File: config.mk
export PLATFORM = sky130hd
export DESIGN_NAME = instr_fetch_reg_flat
export DESIGN_NICKNAME = d
export VERILOG_FILES = /design/src/rtl/instr_fetch_reg_pkg.sv /design/src/rtl/instr_fetch_reg_if.sv /design/src/rtl/instr_fetch_reg_ir_fields.sv /design/src/rtl/instr_fetch_reg.sv /design/src/flat_wrapper.sv
export SDC_FILE = /design/constraint.sdc
export NUM_CORES = 1
export LEC_CHECK = 0
export BUFFER_PORTS_ARGS = -buffer_cell sky130_fd_sc_hd__buf_2
export CAP_MARGIN = 25
export CORE_ASPECT_RATIO = 0.6
export CORE_MARGIN = 2
export CORE_UTILIZATION = 43
export DETAILED_ROUTE_END_ITERATION = 6
export PLACE_DENSITY_LB_ADDON = 0.05
export REMOVE_ABC_BUFFERS = 1
export SLEW_MARGIN = 10
export SYNTH_ARGS = -nofsm -noshare
export SYNTH_HDL_FRONTEND = slang
export SYNTH_SLANG_ARGS = --single-unit
export TNS_END_PERCENT = 100
File: constraint.sdc
create_clock -name clk -period 2.7 [get_ports clk]
set_input_delay 0.405 -clock clk [delete_from_list [all_inputs] [get_ports clk]]
set_output_delay 0.405 -clock clk [all_outputs]
set_load 0.1 [all_outputs]
File: src/rtl/instr_fetch_reg_pkg.sv
// Shared definitions for the instruction fetch register: FSM state encoding,
// opcode constants used by the immediate-extend decision, and extend-type values.
package instr_fetch_reg_pkg;

   typedef enum logic {
      ST_IDLE  = 1'b0,
      ST_FETCH = 1'b1
   } fetch_state_e;

   localparam logic [5:0] OP_RTYPE = 6'h00;
   localparam logic [5:0] OP_ANDI  = 6'h0c;
   localparam logic [5:0] OP_ORI   = 6'h0d;
   localparam logic [5:0] OP_XORI  = 6'h0e;
   localparam logic [5:0] OP_LUI   = 6'h0f;

   localparam logic EXT_ZERO = 1'b0;
   localparam logic EXT_SIGN = 1'b1;

   // Logical immediates and lui zero-extend. R-type (op 0) carries no
   // immediate, so it reports zero-extend, which also makes the nop reset
   // value of ir present ext_type=0.
   function automatic logic ext_type_of(input logic [5:0] op);
      case (op)
         OP_RTYPE, OP_ANDI, OP_ORI, OP_XORI, OP_LUI: return EXT_ZERO;
         default:                                   return EXT_SIGN;
      endcase
   endfunction

   // Wait counter only needs to reach WAIT_LIMIT-1.
   function automatic int unsigned cnt_width(input int unsigned limit);
      return (limit < 2) ? 1 : $clog2(limit);
   endfunction

endpackage

File: src/rtl/instr_fetch_reg_if.sv
// Instruction-memory request/ready bus between the fetch unit (master)
// and instruction memory (slave).
interface instr_fetch_reg_if #(
   parameter int unsigned ADDR_WIDTH = 32
);
   logic                  imem_req;
   logic [ADDR_WIDTH-1:0] imem_addr;
   logic                  imem_ready;
   logic [31:0]           imem_rdata;

   modport master (
      output imem_req,
      output imem_addr,
      input  imem_ready,
      input  imem_rdata
   );

   modport slave (
      input  imem_req,
      input  imem_addr,
      output imem_ready,
      output imem_rdata
   );
endinterface

File: src/rtl/instr_fetch_reg_ir_fields.sv
// Purely combinational split of the instruction register into its decoded
// fields, plus the extend-type select for the immediate extender.
module instr_fetch_reg_ir_fields
   import instr_fetch_reg_pkg::*;
(
   input  logic [31:0] ir,
   output logic [5:0]  op,
   output logic [4:0]  rs,
   output logic [4:0]  rt,
   output logic [4:0]  rd,
   output logic [4:0]  shamt,
   output logic [5:0]  funct,
   output logic [15:0] imm16,
   output logic [25:0] jidx,
   output logic        ext_type
);

   // Field extraction and extend-type derivation
   always_comb begin
      op       = ir[31:26];
      rs       = ir[25:21];
      rt       = ir[20:16];
      rd       = ir[15:11];
      shamt    = ir[10:6];
      funct    = ir[5:0];
      imm16    = ir[15:0];
      jidx     = ir[25:0];
      ext_type = ext_type_of(ir[31:26]);
   end

endmodule

File: src/rtl/instr_fetch_reg.sv
// Instruction register and fetch sequencer. A one-cycle fetch_start launches a
// single req/ready transaction to instruction memory; the returned word is
// latched into ir and held until the next completed fetch.
// Optional build macro: IFETCH_ALIGN_CHECK_EN -- when defined, a fetch_start
// with a non word-aligned pc is rejected with a fetch_err pulse.
module instr_fetch_reg
   import instr_fetch_reg_pkg::*;
#(
   parameter int unsigned ADDR_WIDTH = 32,
   parameter int unsigned WAIT_LIMIT = 15,
   parameter logic [31:0] RESET_IR   = 32'h0000_0000
) (
   input  logic                  clk,
   input  logic                  reset,
   input  logic                  fetch_start,
   input  logic                  ir_clear,
   input  logic [ADDR_WIDTH-1:0] pc,
   instr_fetch_reg_if.master     imem,
   output logic [31:0]           ir,
   output logic [5:0]            op,
   output logic [4:0]            rs,
   output logic [4:0]            rt,
   output logic [4:0]            rd,
   output logic [4:0]            shamt,
   output logic [5:0]            funct,
   output logic [15:0]           imm16,
   output logic [25:0]           jidx,
   output logic                  ext_type,
   output logic                  ir_valid,
   output logic                  busy,
   output logic                  fetch_done,
   output logic                  fetch_err
);

   localparam int unsigned CNT_W = cnt_width(WAIT_LIMIT);
   localparam logic [CNT_W-1:0] CNT_LAST = CNT_W'(WAIT_LIMIT - 1);

   fetch_state_e          state_q, state_d;
   logic [31:0]           ir_q, ir_d;
   logic                  ir_valid_q, ir_valid_d;
   logic                  imem_req_q, imem_req_d;
   logic [ADDR_WIDTH-1:0] imem_addr_q, imem_addr_d;
   logic [CNT_W-1:0]      wait_cnt_q, wait_cnt_d;
   logic                  busy_q, busy_d;
   logic                  fetch_done_q, fetch_done_d;
   logic                  fetch_err_q, fetch_err_d;

   logic                  misaligned;
   logic                  timeout_hit;

`ifdef IFETCH_ALIGN_CHECK_EN
   assign misaligned = (pc[1:0] != 2'b00);
`else
   assign misaligned = 1'b0;
`endif

   // WAIT_LIMIT of zero means wait forever for imem_ready.
   assign timeout_hit = (WAIT_LIMIT != 0) && (wait_cnt_q == CNT_LAST);

   // State and output registers; reset drops imem_req immediately
   always_ff @(posedge clk or posedge reset) begin
      if (reset) begin
         state_q      <= ST_IDLE;
         ir_q         <= RESET_IR;
         ir_valid_q   <= 1'b0;
         imem_req_q   <= 1'b0;
         imem_addr_q  <= '0;
         wait_cnt_q   <= '0;
         busy_q       <= 1'b0;
         fetch_done_q <= 1'b0;
         fetch_err_q  <= 1'b0;
      end else begin
         state_q      <= state_d;
         ir_q         <= ir_d;
         ir_valid_q   <= ir_valid_d;
         imem_req_q   <= imem_req_d;
         imem_addr_q  <= imem_addr_d;
         wait_cnt_q   <= wait_cnt_d;
         busy_q       <= busy_d;
         fetch_done_q <= fetch_done_d;
         fetch_err_q  <= fetch_err_d;
      end
   end

   // Next-state: launch from IDLE, finish on ready or timeout; clear overrides all
   always_comb begin
      state_d = state_q;
      case (state_q)
         ST_IDLE: begin
            if (fetch_start && !misaligned) state_d = ST_FETCH;
         end
         ST_FETCH: begin
            if (imem.imem_ready || timeout_hit) state_d = ST_IDLE;
         end
         default: state_d = ST_IDLE;
      endcase
      if (ir_clear) state_d = ST_IDLE;
   end

   // Register next values: capture address, latch data, count waits, pulse done/err
   always_comb begin
      ir_d         = ir_q;
      ir_valid_d   = ir_valid_q;
      imem_addr_d  = imem_addr_q;
      wait_cnt_d   = wait_cnt_q;
      fetch_done_d = 1'b0;
      fetch_err_d  = 1'b0;
      case (state_q)
         ST_IDLE: begin
            if (fetch_start) begin
               if (misaligned) begin
                  fetch_err_d = 1'b1;
               end else begin
                  imem_addr_d = pc;
                  ir_valid_d  = 1'b0;
                  wait_cnt_d  = '0;
               end
            end
         end
         ST_FETCH: begin
            if (imem.imem_ready) begin
               ir_d         = imem.imem_rdata;
               ir_valid_d   = 1'b1;
               fetch_done_d = 1'b1;
            end else if (timeout_hit) begin
               fetch_err_d = 1'b1;
            end else begin
               wait_cnt_d = wait_cnt_q + CNT_W'(1);
            end
         end
         default: ;
      endcase
      // A flush aborts everything in flight but leaves the last address visible.
      if (ir_clear) begin
         ir_d         = RESET_IR;
         ir_valid_d   = 1'b0;
         imem_addr_d  = imem_addr_q;
         wait_cnt_d   = '0;
         fetch_done_d = 1'b0;
         fetch_err_d  = 1'b0;
      end
      imem_req_d = (state_d == ST_FETCH);
      busy_d     = (state_d == ST_FETCH);
   end

   // Drive registered outputs
   always_comb begin
      imem.imem_req  = imem_req_q;
      imem.imem_addr = imem_addr_q;
      ir             = ir_q;
      ir_valid       = ir_valid_q;
      busy           = busy_q;
      fetch_done     = fetch_done_q;
      fetch_err      = fetch_err_q;
   end

   instr_fetch_reg_ir_fields u_ir_fields (
      .ir       (ir_q),
      .op       (op),
      .rs       (rs),
      .rt       (rt),
      .rd       (rd),
      .shamt    (shamt),
      .funct    (funct),
      .imm16    (imm16),
      .jidx     (jidx),
      .ext_type (ext_type)
   );

endmodule

File: src/flat_wrapper.sv
// flat-port wrapper written by rule: the top's interface ports become plain ports
module instr_fetch_reg_flat import instr_fetch_reg_pkg::*;
#(
   parameter int unsigned ADDR_WIDTH = 32,
   parameter int unsigned WAIT_LIMIT = 15,
   parameter logic [31:0] RESET_IR   = 32'h0000_0000
)
  (clk, reset, fetch_start, ir_clear, pc, ir, op, rs, rt, rd, shamt, funct, imm16, jidx, ext_type, ir_valid, busy, fetch_done, fetch_err, imem_imem_req, imem_imem_addr, imem_imem_ready, imem_imem_rdata);
  instr_fetch_reg_if #(.ADDR_WIDTH(ADDR_WIDTH)) imem_i ();
  input  logic clk;
  input  logic reset;
  input  logic fetch_start;
  input  logic ir_clear;
  input  logic [ADDR_WIDTH-1:0] pc;
  output logic [31:0] ir;
  output logic [5:0] op;
  output logic [4:0] rs;
  output logic [4:0] rt;
  output logic [4:0] rd;
  output logic [4:0] shamt;
  output logic [5:0] funct;
  output logic [15:0] imm16;
  output logic [25:0] jidx;
  output logic ext_type;
  output logic ir_valid;
  output logic busy;
  output logic fetch_done;
  output logic fetch_err;
  output wire logic [$bits(imem_i.imem_req)-1:0] imem_imem_req;
  output wire logic [$bits(imem_i.imem_addr)-1:0] imem_imem_addr;
  input wire logic [$bits(imem_i.imem_ready)-1:0] imem_imem_ready;
  input wire logic [$bits(imem_i.imem_rdata)-1:0] imem_imem_rdata;
  assign imem_imem_req = imem_i.imem_req;
  assign imem_imem_addr = imem_i.imem_addr;
  assign imem_i.imem_ready = imem_imem_ready;
  assign imem_i.imem_rdata = imem_imem_rdata;
  instr_fetch_reg #(.ADDR_WIDTH(ADDR_WIDTH), .WAIT_LIMIT(WAIT_LIMIT), .RESET_IR(RESET_IR)) u_core (.clk(clk), .reset(reset), .fetch_start(fetch_start), .ir_clear(ir_clear), .pc(pc), .imem(imem_i), .ir(ir), .op(op), .rs(rs), .rt(rt), .rd(rd), .shamt(shamt), .funct(funct), .imm16(imm16), .jidx(jidx), .ext_type(ext_type), .ir_valid(ir_valid), .busy(busy), .fetch_done(fetch_done), .fetch_err(fetch_err));
endmodule
==> out/results.ini, run 1 <==
[sta]
finalWorstSetupSlack_ns = 0.647
setup_viol = 0
drv_slew = 0
tightest_slew_ns = 0.773
hold_violations = 0
holdWs_ns = 0.161
fmax_mhz = 487
min_period_ns = 2.05
skew_ns = 0.00249
rsz0062_at_grt = no
fin_crit_sh_pct = 76.0
maxSlewHeadroom_pct = 48.3
fin_setup_tns_ns = 0

[placement]
place_ws_ns = 0.825
hpwl_microns = 5450
io_buffers = 212
gp_congestion = 0.844

[critical_path]
rr_worst_depth = 4
r2r-end = u_core.imem.imem_addr[3]$_DFFE_PP0P_
crit_type = reg2out
cp-start-kind = flop
arrival_ns = 1.65
crit_fanout = 4
reg2reg_from = u_core.state_q$_DFF_PP0_
end_kind = primary output
crit_start = u_core.ir[26]$_DFFE_PP0P_
cp_data_required_time_ns = 2.30
r2r_slack_ns = 0.82

[clocking]
cts_tree = built
holdBufCountCts = 0
post_cts_resized = 0
numCtsBuffers = 9
root_buffer = clkbuf_16
clk_pin_slew_worst_paths_ns = 0.05
insertion_delay_ns = 0.33
cts_setup_buffers = 0
htree_levels = 3
cts.sinks = 72
clock_path_buffers = 2

[drt]
dr.pass1.iters = 4
via_per_inst = 4.55
vias = 2347
ant_nets = 0
dr.first_iter.drc_count = 88
wirelength_microns = 7700
wl_per_cell_microns = 14.9
drc = 0

[yosys]
async_flop_share_pct = 100
yosys_warnings = 0
yosys.area.top_type_share_pct = 51.8
synthCells = 260
yosysTopAreaCell = dfrtp_1
yosys.cell_types.count = 25
synth_most_common_cell = buf_4
synth_common_cells = buf_4 (75), dfrtp_1 (72), a22o_1 (32)
synth.yosys.seq_area_share_pct = 51.8
synth_flop_cell = dfrtp_1
synthTopCellsByArea = dfrtp_1 (52%), buf_4 (16%), mux2_4 (13%)
netlist_area_sq_um = 3480
ys_ff_latch = 72
synth_edf_count = 0
syn_area_per_cell_sq_um = 13.4

[floorplan]
fp.dieH_microns = 73.7
dieArea_sq_um = 8850
core-area_sq_um = 7850
die_x_microns = 120
rows = 25
num_io_pins = 213
initial_core_util_pct = 44.3

[global_routing]
overflow = 0
grt_pass1_wl_microns = 11400
track_usage_pct = 17.2
grt_pass1_vias = 2042
grt_start_max_net_pins = 44
antenna_found_initial = 0

[final_layout]
nets = 474
syn2layout_area_growth_pct = 25.7
layout-drive-gt1-share_pct = 66.2
diodes = 0

[power_and_ir_drop]
ir_worst_vdd_uv = 495
p_leak_uw = 0.00254
power_density_nw_per_um2 = 970

[run]
cap_violations = 0

[run_status]
status = completed

[min_path]
holdCritPathClass = in2async

routing by layer:
layer	vias up	global-route usage [%]	share of wire, %
met2	99	24.9	46
met4	0	6.67	1.0
met3	7	5.28	6.6
met5	-	0	0
li1	1110	-	-
met1	1131	24.3	46
area by class of cell:
cell class,count,area (sq um)
clock buffers,11,243
clock inverters,5,80.1
fillers,704,3480
inverters,4,15.0
multi-input cells,100,992
flip-flops and latches,72,1800
well taps,108,135
repair buffers,216,1100
power breakdown:
group          internal [uW]  total (uW)  switching, uW
clock                    832        1270            439
combinational            300        1700           1400
sequential              1200        1270           74.9
worst max-delay path, cell delays in order, from the launching register on:
cell	delay, ns
dfrtp_1	0.40
nor4_1	0.28
a21oi_1	0.06
or3_1	0.29
buf_2	0.29
logic make-up (layout without fill, tap and decap cells):
family	count (synthesis)	after routing	synth area share (%)
buffers and inverters	88	236	19.8
DFF	72	72	51.8
AOI/OAI and AO/OA	47	47	10.4
muxes	32	32	13.6
and+or+nand+nor	19	19	3.74
adders and majority gates	2	2	0.720
worst max-delay path by stage:
stage                                                 end  slack [ns]  cells after the start
finish                                           ext_type        0.65                      4
global placement    u_core.imem.imem_addr[13]$_DFFE_PP0P_        0.87                      4
floorplan                        u_core.ir[0]$_DFFE_PP0P_       -0.44                      2
global route                                     ext_type        0.54                      4
CTS                                              ext_type        0.62                      4
detailed placement   u_core.imem.imem_addr[3]$_DFFE_PP0P_        0.82                      4
cells in the final DEF, fill, tap and decap left out:
master,synthesis,routed
a21oi_1,6,5
a21oi_2,0,1
a22o_1,32,32
a31oi_1,1,1
a41oi_1,1,1
buf_12,3,1
buf_2,3,212
buf_4,75,3
bufinv_16,0,2
clkbuf_1,0,1
clkbuf_16,0,9
clkbuf_8,0,1
clkinv_2,0,1
clkinvlp_4,0,2
dfrtp_1,72,72
ha_1,2,2
inv_1,4,3
inv_2,0,1
mux2_2,2,2
mux2_4,30,30
nand2_1,5,5
nand2b_4,2,2
nand3_1,3,3
nand4_1,1,1
nor2_1,2,2
nor2_4,1,1
nor2_8,1,1
nor3_1,1,1
nor4_1,1,1
o21ai_0,7,7
or2_2,1,1
or3_1,1,1
state kept, by name (all words and copies together), names as in the netlist:
register / flops
u_core.ir_valid: 1
u_core.state_q: 1
u_core.imem.imem_addr: 32
u_core.fetch_err: 1
u_core.fetch_done: 1
u_core.ir: 32
u_core.wait_cnt_q: 4
metrics by stage:
| step | utilization (%) | instances | area, sq um | power (uW) |
|---|---|---|---|---|
| floorplan | - | 176 | 2810 | 2700 |
| global placement | 51.6 | 500 | 4050 | 2990 |
| detailed placement | 51.6 | 500 | 4050 | 2990 |
| CTS | 55.7 | 516 | 4370 | 4280 |
| global route | 55.7 | 516 | 4370 | 4390 |
| finish | 55.7 | 516 | 4370 | 4240 |
Power figures use the tool's default switching activity.
==> run 2: changes to the inputs <==
- ABC_AREA: not set -> 1
- CORE_UTILIZATION: 43 -> 44
- clock period: 2.7 -> 2.1 ns (I/O delays scaled with it)
==> run 2 against run 1 <==
Net effect:
- sequential share of layout area fell by 1.4 points
- cell count up 15%
- wire length up 4.1%
- sequential cell count unchanged
- global-route usage rose by 1.3 points
- combinational power rose by 29%
- first-iteration DRC count rose by 110%
- total power rose by 32%
- sequential power is 29% higher
- clock power increased by 39%
- highest routed layer unchanged
- via count is 9.9% higher
- core utilization increased by 2.0 points
==> out/results.ini, run 2 <==
[run_status]
status = completed

[placement]
hpwl_microns = 5800
io_buffers = 212
place_ws_ns = 0.531
placed_cells = 575
gp_congestion = 0.755

[yosys]
async_flop_share_pct = 100
synth-adder-area-share_pct = 0.704
synthTopCellsByArea = dfrtp_1 (51%), buf_4 (16%), mux2_4 (12%)
synth_flop_cell = dfrtp_1
yosys_warnings = 0
yosysTopAreaCell = dfrtp_1
synth.yosys.seq_area_share_pct = 50.7
synth.area.mux_share_pct = 13.2
yosys.cell_types.count = 22
syn_area_per_cell_sq_um = 10.6
synthCells = 335
synth_edf_count = 0
synth_top_family_by_area = buffers and inverters
synth_xor_area_share_pct = 0
netlist_area_sq_um = 3560
ys_ff_latch = 72
synth_common_cells = buf_4 (75), dfrtp_1 (72), nand2_1 (47)
yosys.area.top_type_share_pct = 50.7
yosys.area_share.simple_pct = 7.85
synth_most_common_cell = buf_4
synth_compound_area_share_pct = 5.52

[drt]
dr.pass1.iters = 4
m1WireLength_microns = 3560
drc = 0
via_per_inst = 4.37
met3_length_microns = 738
dr.max_layer_used = met4
ant_nets = 0
wl_per_cell_microns = 13.6
wirelength_microns = 8020
dr_wl_met2_microns = 3610
vias = 2580
dr.first_iter.drc_count = 182

[sta]
drv_slew = 0
fin_crit_sh_pct = 83.0
hold_violations = 0
skew_ns = 0.00286
maxSlewHeadroom_pct = 61.7
min_period_ns = 1.74
finalWorstSetupSlack_ns = 0.358
fmax_mhz = 574
rsz0062_at_grt = no
tightest_slew_ns = 0.574
setup_viol = 0

[critical_path]
end_kind = primary output
arrival_ns = 1.43
path_cells = o31ai_1 > nand4_1 > buf_2
cp_data_required_time_ns = 1.78
max_stage_delay_ns = 0.41
crit_path_top_delay_cell = dfrtp_1
cp-start-kind = flop
crit_type = reg2out
crit_fanout = 4

[final_layout]
syn2layout_area_growth_pct = 27.3
final_util_pct = 57.7
mostFrequentLayoutCell = buf_2
mostFrequentLayoutCells = buf_2 (212), dfrtp_1 (72), nand2_1 (47), inv_1 (39), o21ai_0 (33)
fin_cells = 591
layout-drive-gt1-share_pct = 56.3
nets = 549
diodes = 0

[power_and_ir_drop]
p_leak_uw = 0.00265
ir_worst_vdd_uv = 562
power_density_nw_per_um2 = 1240

[clocking]
htree_levels = 3
cts_tree = built
clk_pin_slew_worst_paths_ns = 0.06
clock_path_buffers = 2
post_cts_resized = 0
cts.sinks = 72
root_buffer = clkbuf_16
cts_setup_buffers = 0
holdBufCountCts = 0
numCtsBuffers = 9
insertion_delay_ns = 0.33

[floorplan]
die_x_microns = 120
core-area_sq_um = 7850
fp.dieH_microns = 73.6
dieArea_sq_um = 8840
initial_core_util_pct = 45.3
rows = 25
num_io_pins = 213

[global_routing]
track_usage_pct = 18.5
grt_start_max_net_pins = 73
overflow = 0
grt_pass1_wl_microns = 12200
antenna_found_initial = 0
grt_pass1_vias = 2286

[min_path]
holdCritPathClass = in2async

[run]
cap_violations = 0

-- run 2: changes by cell type after synthesis, sizes merged, moves of 2 or more --
cell / before / now
nand2: 5 / 48
inv: 4 / 42
a22o: 32 / 0
o21ai: 7 / 37
a21oi: 6 / 0
nand3: 3 / 7
nand2b: 2 / 0
nand4: 1 / 3
-- run 2: stage by stage --
stage	TNS, ns	instance area (sq um)	total power (uW)	hold WS (ns)
2_1_floorplan	-120.62	2930	3490	0.388
3_3_place_gp	0	4180	3860	0.432
3_5_place_dp	0	4180	3860	0.430
4_1_cts	0	4530	5640	0.0702
5_1_grt	0	4530	5780	0.0875
6_report	0	4530	5590	0.0521
-- run 2: cell type report --
class,count,area (sq um)
clock buffer,11,243
clock inverter,5,104
fill,710,3320
inverter,42,158
multi-input combinational,137,970
sequential,72,1800
tap,108,135
timing repair buffer,216,1120
-- run 2: per-layer routing --
metal	vias up	track usage, %
met3	13	7.45
met2	118	27.4
met4	0	6.67
met5	-	0
li1	1262	-
met1	1187	24.8
-- run 2: path summary, 6_finish.rpt --
kind	from	to	slack, ns	depth (start not counted)
min in group clk	imem_imem_rdata[7]	u_core.ir[7]$_DFFE_PP0P_	0.18	3
worst min-delay path	reset	u_core.imem.imem_addr[12]$_DFFE_PP0P_	0.05	3
max in group asynchronous	reset	u_core.ir[12]$_DFFE_PP0P_	1.74	3
worst max register to register	u_core.state_q$_DFF_PP0_	u_core.imem.imem_addr[9]$_DFFE_PP0P_	0.55	4
worst min register to register	u_core.imem.imem_addr[29]$_DFFE_PP0P_	u_core.imem.imem_addr[29]$_DFFE_PP0P_	0.50	1
worst max-delay path	u_core.ir[26]$_DFFE_PP0P_	ext_type	0.36	3
-- run 2: worst max-delay path, delay by kind of cell, from the launching register on --
family / cells / cell delay, ns
DFF: 1 / 0.41
AOI/OAI and AO/OA: 1 / 0.25
buffers and inverters: 1 / 0.31
and+or+nand+nor: 1 / 0.12
-- run 2: kinds of logic (layout without fill, tap and decap cells) --
| kind of cell | Yosys count | count (layout) |
|---|---|---|
| AND/OR/NAND/NOR | 65 | 65 |
| buffers and inverters | 126 | 274 |
| multiplexers | 32 | 32 |
| AO/OA/AOI/OAI | 38 | 38 |
| adder cells (fa/ha/maj) | 2 | 2 |
| flip-flops | 72 | 72 |
-- run 2: power breakdown --
part           leakage (uW)  internal, uW  switching, uW
logic               0.00155           375           1820
clock network      0.000170          1190            571
registers          0.000926          1540           98.7
